### config.mk
export PLATFORM = sky130hd
export DESIGN_NAME = collect_nonce_flat
export DESIGN_NICKNAME = d
export VERILOG_FILES = /design/src/rtl/collect_nonce_pkg.sv /design/src/rtl/collect_nonce_if.sv /design/src/rtl/collect_nonce_fifo.sv /design/src/rtl/collect_nonce.sv /design/src/flat_wrapper.sv
export SDC_FILE = /design/constraint.sdc
export NUM_CORES = 1
export LEC_CHECK = 0
export CAP_MARGIN = 20
export CORE_UTILIZATION = 40
export DETAILED_ROUTE_END_ITERATION = 16
export PLACE_DENSITY = 0.73
export SLEW_MARGIN = 20
export SYNTH_ARGS = -nofsm -noshare
export SYNTH_HDL_FRONTEND = slang
export SYNTH_SLANG_ARGS = --single-unit
### constraint.sdc
create_clock -name output_data_aclk -period 13.1 [get_ports output_data_aclk]
set_clock_uncertainty 0.2 [all_clocks]
set_input_delay 3.275 -clock output_data_aclk [delete_from_list [all_inputs] [get_ports output_data_aclk]]
set_output_delay 3.275 -clock output_data_aclk [all_outputs]
set_load 0.01 [all_outputs]
### src/rtl/collect_nonce_pkg.sv
// collect_nonce_pkg: shared cryptonight constants for the nonce collector
package collect_nonce_pkg;
  localparam int CMP_WIDTH = 64;
  localparam int DEF_INPUT_COUNT = 8;
  localparam int DEF_HASH_WIDTH = 256;
  localparam int DEF_NONCE_WIDTH = 32;
  localparam int DEF_FIFO_DEPTH = 4;
  function automatic logic meets_target(input logic [CMP_WIDTH-1:0] value, input logic [CMP_WIDTH-1:0] tgt);
    return value < tgt;
  endfunction
endpackage

### src/rtl/collect_nonce_if.sv
// collect_nonce_if: hash-result input and found-nonce output handshakes
interface collect_nonce_if
  import collect_nonce_pkg::*;
#(
  parameter int HASH_WIDTH = DEF_HASH_WIDTH,
  parameter int NONCE_WIDTH = DEF_NONCE_WIDTH
) ();
  logic [HASH_WIDTH-1:0] output_data;
  logic output_data_valid;
  logic output_data_ready;
  logic [NONCE_WIDTH-1:0] found_nonce;
  logic found_valid;
  logic found_ready;
  modport master (
    output output_data, output_data_valid, found_ready,
    input output_data_ready, found_nonce, found_valid
  );
  modport slave (
    input output_data, output_data_valid, found_ready,
    output output_data_ready, found_nonce, found_valid
  );
endinterface

### src/rtl/collect_nonce_fifo.sv
// nonce_fifo: synchronous found-nonce buffer with registered pointers and occupancy count
module nonce_fifo #(
  parameter int WIDTH = 32,
  parameter int DEPTH = 4
) (
  input logic clk,
  input logic rst_n,
  input logic push,
  input logic [WIDTH-1:0] din,
  input logic pop,
  output logic [WIDTH-1:0] dout,
  output logic empty,
  output logic full
);
  localparam int AW = $clog2(DEPTH);
  logic [WIDTH-1:0] mem [DEPTH];
  logic [AW-1:0] wr_ptr, rd_ptr;
  logic [AW:0] count;
  logic do_push, do_pop;
  assign empty = count == '0;
  assign full = count == (AW+1)'(DEPTH);
  assign do_push = push & ~full;
  assign do_pop = pop & ~empty;
  assign dout = mem[rd_ptr];
  always_ff @(posedge clk) begin
    if (!rst_n) begin
      wr_ptr <= '0;
      rd_ptr <= '0;
      count <= '0;
    end else begin
      wr_ptr <= wr_ptr + AW'(do_push);
      rd_ptr <= rd_ptr + AW'(do_pop);
      count <= count + (AW+1)'(do_push) - (AW+1)'(do_pop);
    end
  end
  always_ff @(posedge clk) if (do_push) mem[wr_ptr] <= din;
endmodule

### src/rtl/collect_nonce.sv
// collect_nonce: tags each hash result with its nonce and buffers those meeting the target
module collect_nonce
  import collect_nonce_pkg::*;
#(
  parameter int INPUT_COUNT = DEF_INPUT_COUNT,
  parameter int HASH_WIDTH = DEF_HASH_WIDTH,
  parameter int NONCE_WIDTH = DEF_NONCE_WIDTH,
  parameter int FIFO_DEPTH = DEF_FIFO_DEPTH
) (
  input logic output_data_aclk,
  input logic output_data_rst_n,
  collect_nonce_if.slave bus,
  input logic [NONCE_WIDTH-1:0] base_nonce,
  input logic [CMP_WIDTH-1:0] target,
  output logic [NONCE_WIDTH-1:0] match_count,
  output logic done
);
  logic [NONCE_WIDTH-1:0] index, fifo_dout;
  logic fifo_empty, fifo_full, xfer, hit, pop;
  logic unused_low_bits;
  assign unused_low_bits = ^bus.output_data[HASH_WIDTH-CMP_WIDTH-1:0];
  // ready depends only on registers, so a match can always be pushed
  assign bus.output_data_ready = output_data_rst_n & ~done & ~fifo_full;
  assign xfer = bus.output_data_valid & bus.output_data_ready;
  assign hit = xfer & meets_target(bus.output_data[HASH_WIDTH-1 -: CMP_WIDTH], target);
  assign bus.found_valid = output_data_rst_n & ~fifo_empty;
  assign bus.found_nonce = bus.found_valid ? fifo_dout : '0;
  assign pop = bus.found_valid & bus.found_ready;
  always_ff @(posedge output_data_aclk) begin
    if (!output_data_rst_n) begin
      index <= '0;
      match_count <= '0;
      done <= 1'b0;
    end else if (xfer) begin
      index <= index + NONCE_WIDTH'(1);
      match_count <= match_count + NONCE_WIDTH'(hit);
      done <= index == NONCE_WIDTH'(INPUT_COUNT - 1);
    end
  end
  nonce_fifo #(.WIDTH(NONCE_WIDTH), .DEPTH(FIFO_DEPTH)) u_fifo (
    .clk(output_data_aclk),
    .rst_n(output_data_rst_n),
    .push(hit),
    .din(base_nonce + index),
    .pop(pop),
    .dout(fifo_dout),
    .empty(fifo_empty),
    .full(fifo_full)
  );
endmodule

### src/flat_wrapper.sv
// flat-port wrapper written by rule: the top's interface ports become plain ports
module collect_nonce_flat import collect_nonce_pkg::*;
#(
  parameter int INPUT_COUNT = DEF_INPUT_COUNT,
  parameter int HASH_WIDTH = DEF_HASH_WIDTH,
  parameter int NONCE_WIDTH = DEF_NONCE_WIDTH,
  parameter int FIFO_DEPTH = DEF_FIFO_DEPTH
)
  (output_data_aclk, output_data_rst_n, base_nonce, target, match_count, done, bus_output_data, bus_output_data_valid, bus_found_ready, bus_output_data_ready, bus_found_nonce, bus_found_valid);
  collect_nonce_if #(.HASH_WIDTH(HASH_WIDTH), .NONCE_WIDTH(NONCE_WIDTH)) bus_i ();
  input logic output_data_aclk;
  input logic output_data_rst_n;
  input logic [NONCE_WIDTH-1:0] base_nonce;
  input logic [CMP_WIDTH-1:0] target;
  output logic [NONCE_WIDTH-1:0] match_count;
  output logic done;
  input wire logic [$bits(bus_i.output_data)-1:0] bus_output_data;
  input wire logic [$bits(bus_i.output_data_valid)-1:0] bus_output_data_valid;
  input wire logic [$bits(bus_i.found_ready)-1:0] bus_found_ready;
  output wire logic [$bits(bus_i.output_data_ready)-1:0] bus_output_data_ready;
  output wire logic [$bits(bus_i.found_nonce)-1:0] bus_found_nonce;
  output wire logic [$bits(bus_i.found_valid)-1:0] bus_found_valid;
  assign bus_i.output_data = bus_output_data;
  assign bus_i.output_data_valid = bus_output_data_valid;
  assign bus_i.found_ready = bus_found_ready;
  assign bus_output_data_ready = bus_i.output_data_ready;
  assign bus_found_nonce = bus_i.found_nonce;
  assign bus_found_valid = bus_i.found_valid;
  collect_nonce #(.INPUT_COUNT(INPUT_COUNT), .HASH_WIDTH(HASH_WIDTH), .NONCE_WIDTH(NONCE_WIDTH), .FIFO_DEPTH(FIFO_DEPTH)) u_core (.output_data_aclk(output_data_aclk), .output_data_rst_n(output_data_rst_n), .bus(bus_i), .base_nonce(base_nonce), .target(target), .match_count(match_count), .done(done));
endmodule
-- Yosys cells after proc, flatten, opt, wreduce, memory -nomap -nowiden
Memory sizes are Yosys's and may differ from the RTL's. A register that Yosys moved wholly into a read port is not among the register bits.
Index checks and enable logic that the tools add are counted.
- add/subtract/negate cells: 7
- $lt $le $gt $ge: 1
- eq/ne operators: 2
- muxes and demuxes: 4
- bitwise logic cells: 11
- reduce and logical (&&, ||, !) cells: 1
- operators with widths (operator ; number):
    64-bit less-than comparator ; 1
    32-bit by 1-bit adder with 32-bit output ; 1
    32-bit by 1-bit adder with 32-bit output, second input constant ; 1
    32-bit adder ; 1
    32-bit by 3-bit equality test with 1-bit output, second input constant ; 1
    32-bit 2-to-1 mux ; 1
    1-bit AND ; 8
    2-bit by 1-bit adder with 2-bit output ; 2
    3-bit by 1-bit adder with 3-bit output ; 1
    3-bit equality test, second input constant ; 1
    3-bit zero test ; 1
    1-bit NOT ; 3
    3-bit by 1-bit subtractor with 3-bit output ; 1
    1-bit 2-to-1 mux ; 2
    2-bit 2-to-1 mux ; 1
- bits in registers: 72
- memory bits (writable): 128
- output and inout port bits: 67
- word-level logic and storage cells: 33
- memories kept: 1
- memories (memory ; words ; width ; rd ports ; clocked after Yosys merged registers in ; write ports ; line ; text):
    u_core.u_fifo.mem ; 4 ; 32 ; 1 ; 1 ; 1 ; collect_nonce_fifo.sv:16 ; logic [WIDTH-1:0] mem [DEPTH];

-- Logic depth before layout (Yosys ltp)
- depth after elaboration: 8
- depth in mapped cells: 17

-- Hierarchy
From an unflattened synthesis, not the netlist that was laid out.
- cell total of the unflattened synthesis: 1013
- area total of the unflattened synthesis: 11482.3 um^2
- modules (own cells, without submodules) (module ; times used ; cells each ; area an instance (um^2)):
    collect_nonce ; 1 ; 810 ; 6437.4
    nonce_fifo ; 1 ; 203 ; 5044.8

-- Least setup slack after synthesis
No wires, ideal clock.
- path kind: input to output
- start: in target[37]
- end: mem u_core.u_fifo.mem[0][0]
- setup time: 0.502 ns
- arrival time: 7.938 ns
- data required time: 12.398 ns
- setup slack: 4.461 ns
- stages on the path: 9
- buffers on the path: 0
- path through: inv_1 ha_1 a21o_1 a21o_1 a221o_1 a221o_1 a21oi_1 o21ai_1 nor4_1
- RTL lines (item ; line ; text):
    start: declaration ; flat_wrapper.sv:14 ; input logic [CMP_WIDTH-1:0] target;
    end: declaration ; collect_nonce_fifo.sv:16 ;

-- Worst setup path after layout
- start: in output_data_rst_n
- end: out bus_found_nonce[6]
- longest elaborated chain between the ends: 2
- ends and longest elaborated chain (item ; line ; text):
    start: declaration ; flat_wrapper.sv:12 ; input logic output_data_rst_n;
    1-bit AND ; collect_nonce.sv:26 ; assign bus.found_valid = output_data_rst_n & ~fifo_empty;
    32-bit 2-to-1 mux ; collect_nonce.sv:27 ; assign bus.found_nonce = bus.found_valid ? fifo_dout : '0;
    end: declaration ; flat_wrapper.sv:21 ; output wire logic [$bits(bus_i.found_nonce)-1:0] bus_found_nonce;
Every way passes these cells.

==> reports/summary.txt <==
DR pass1 iterations - 5
Post-synth top cells - edfxtp_1, ha_1, inv_1
CP Launch Type - input pin
Synth Warn # - 0
RSZ-0062 raised after global routing - false
Setup TNS - 0 ps
Setup bufs post-CTS - 0
IO Pins - 423
Post-route ant nets - 0
Synth async-reset ratio - 0%
Worst EP required - 9620 ps
Vias per cell - 5.22
CTS H-Tree Depth - 4
Global routing's busiest layer - met2
FF+latch area - 5290 um2
Final instance area - 14900 um2
Worst-Margin Slew - 823 ps
CTS buffer count - 17
Residual DRC - 0
Root buffer cell - clkbuf_16
Area share of the largest cell type after synthesis - 33.2%
Most frequent cell after synthesis - edfxtp_1
Hold Fails Final Rpt - 0
Dpl hpwl - 22000 um
Initial antenna violation count - 0
Fraction of layout cells with a size suffix above 1 - 7.84%
Post-layout min period - 8600 ps
Port bufs - 230
Max-cap violations - 0
Multi-input gate area - 5880 um2
Fmax - 116 MHz
Synth area leaders - edfxtp_1, dfxtp_1, ha_1
Area Overhead vs Synth - 28.9%
Met2 Track Usage GR - 36.9%
Main flop type after synthesis - edfxtp_1
Relative slew slack - 45.1%
Critical path's slowest cell - clkdlybuf4s50_1
Clk_lat worst skew - 440 ps
Post-Syn Instances - 1035
WL final - 29100 um
Status - completed
Longest Clk Path Bufs - 2
Global-route wire length before repair - 45500 um
Avg Inst Size Synth - 11.2 um2
Row cnt - 61
Reg-to-Reg End - u_core.match_count[30]
Clock Pin Slew Worst Setup and Hold Paths - 70 ps
DR iter-0 viols - 592
Crit. End Element - primary output
Post-synth EDFFs - 128
Clock sink count - 200
Antenna Cells - 0
Final Max Slew Viols - 0
Hold_sp - u_core.match_count[25]
Syn nets - 1494
Die area - 29600 um2
Cts hold-fix bufs - 0
CTS-repair resized insts - 0
Worst reg2reg path depth - 14
Seq/Total Area, Yosys - 45.7%
Fin crit share - 65.7%
Routed len/inst - 17.6 um
DP Area - 14300 um2
Tightest Hold Check Type - flop to flop
Worst hold path depth - 1
CP Class - input pin to primary output
R2R Setup Slk - 8820 ps
Synth Cell Area - 11600 um2
Global Route met1 Usage - 23.8%
# setup viols final - 0
Die W - 172 um
Pwr/cell area - 103 nW/um2
Peak per-stage delay on the critical path - 560 ps
WP data arrival - 5130 ps
Worst hold path endpoint - u_core.match_count[25]
Worst-path maximum fanout - 75
Netlist cell types - 69
Worst VDD drop - 84.4 uV
Largest net degree at the start of global routing - 76
Initial Util - 41.1%
GR Util All Layers - 20.3%
Reg-to-Reg Start - u_core.done
CORE AREA - 28200 um2
Grt ovf - 0
Height of the die - 172 um
Vias in the first global route - 8674
Met3 Resource Use GR - 4.62%
CTS tree - done
P_leak - 5.83 nW
Fill count - 2453
Synth area leader - edfxtp_1
Nets - 1722
Yosys reg bits - 200
Worst path cell trace - buf_2 -> buf_4 -> o31ai_4 -> buf_4 -> nor2b_1 -> clkdlybuf4s50_1
Gpl congestion - 0.880
Cell mode on critical path - buf_4
Total number of vias - 8638
-- kinds of logic after synthesis --
kind of cell	synth area share [%]
simple gates	16.9
flops	45.7
compound gates	9.35
buf+inv	3.90
fa+ha+maj	11.3
xor+xnor	6.43
mux	6.48
-- power breakdown --
group | total [mW] | switching, mW | internal, mW
registers | 0.700 | 0.0125 | 0.687
logic | 0.298 | 0.131 | 0.167
clock network | 0.533 | 0.260 | 0.274
-- through the flow --
| stage | utilization, % | power [mW] | setup WS, ps | hold WS [ps] | cells |
|---|---|---|---|---|---|
| finish | 53.0 | 1.53 | 4500 | 306 | 1654 |
| floorplan | - | 0.870 | 4460 | 285 | 1035 |
| detailed placement | 50.9 | 1.02 | 4480 | 289 | 1622 |
| global placement | 50.9 | 1.01 | 4540 | 270 | 1622 |
| CTS | 53.0 | 1.55 | 4480 | 301 | 1654 |
| global route | 53.0 | 1.60 | 4320 | 337 | 1654 |
-- layer usage --
layer | up-vias | routed length (um)
li1 | 4230 | -
met1 | 4079 | 11900
met2 | 296 | 14800
met3 | 33 | 1860
met4 | 0 | 515
met5 | - | 0
-- state kept, by name, indices dropped and copies added (netlist names) --
signal and flops:
u_core.u_fifo.mem 128, u_core.index 32, u_core.match_count 32, u_core.u_fifo.count 3, u_core.u_fifo.rd_ptr 2, u_core.u_fifo.wr_ptr 2, u_core.done 1
-- worst max path at each step --
| stage | startpoint | endpoint | slack (ps) | depth (start not counted) |
|---|---|---|---|---|
| 6_report | output_data_rst_n | bus_found_nonce[6] | 4500 | 6 |
| 5_1_grt | output_data_rst_n | bus_found_nonce[6] | 4320 | 6 |
| 4_1_cts | output_data_rst_n | bus_found_nonce[6] | 4480 | 6 |
| 3_5_place_dp | output_data_rst_n | bus_found_nonce[6] | 4480 | 6 |
| 3_3_place_gp | output_data_rst_n | bus_found_nonce[4] | 4540 | 6 |
| 2_1_floorplan | target[37] | u_core.u_fifo.mem[0][0] | 4460 | 9 |
-- worst max-delay path, delay by kind of cell --
family / cells / cell delay, ps
AOI/OAI and AO/OA: 1 / 170
buffers and inverters: 4 / 1440
and+or+nand+nor: 1 / 180
-- cell type report --
class | count | share of cell area (%)
flip-flops and latches | 200 | 35.4
inverters | 85 | 2.14
well taps | 378 | 3.17
multi-input cells | 720 | 39.4
clock inverters | 15 | 1.13
repair buffers | 239 | 15.9
clock buffers | 17 | 2.85
-- placed cells by master (no fill, tap or decap), types with 9 or more instances in the layout --
| master | n |
|---|---|
| nand3_1 | 21 |
| buf_4 | 9 |
| nor2_1 | 27 |
| a21oi_1 | 43 |
| xor2_1 | 27 |
| nand4_1 | 29 |
| clkbuf_16 | 17 |
| dfxtp_1 | 71 |
| inv_1 | 85 |
| xnor2_1 | 58 |
| or3_1 | 11 |
| o21ai_0 | 34 |
| ha_1 | 101 |
| and3_1 | 11 |
| and4_1 | 9 |
| edfxtp_1 | 128 |
| a21o_1 | 33 |
| nor2b_1 | 42 |
| nor3_1 | 17 |
| and2_1 | 59 |
| mux4_2 | 32 |
| clkdlybuf4s50_1 | 229 |
| nand2_1 | 59 |
(Power assumes the default switching activity.)
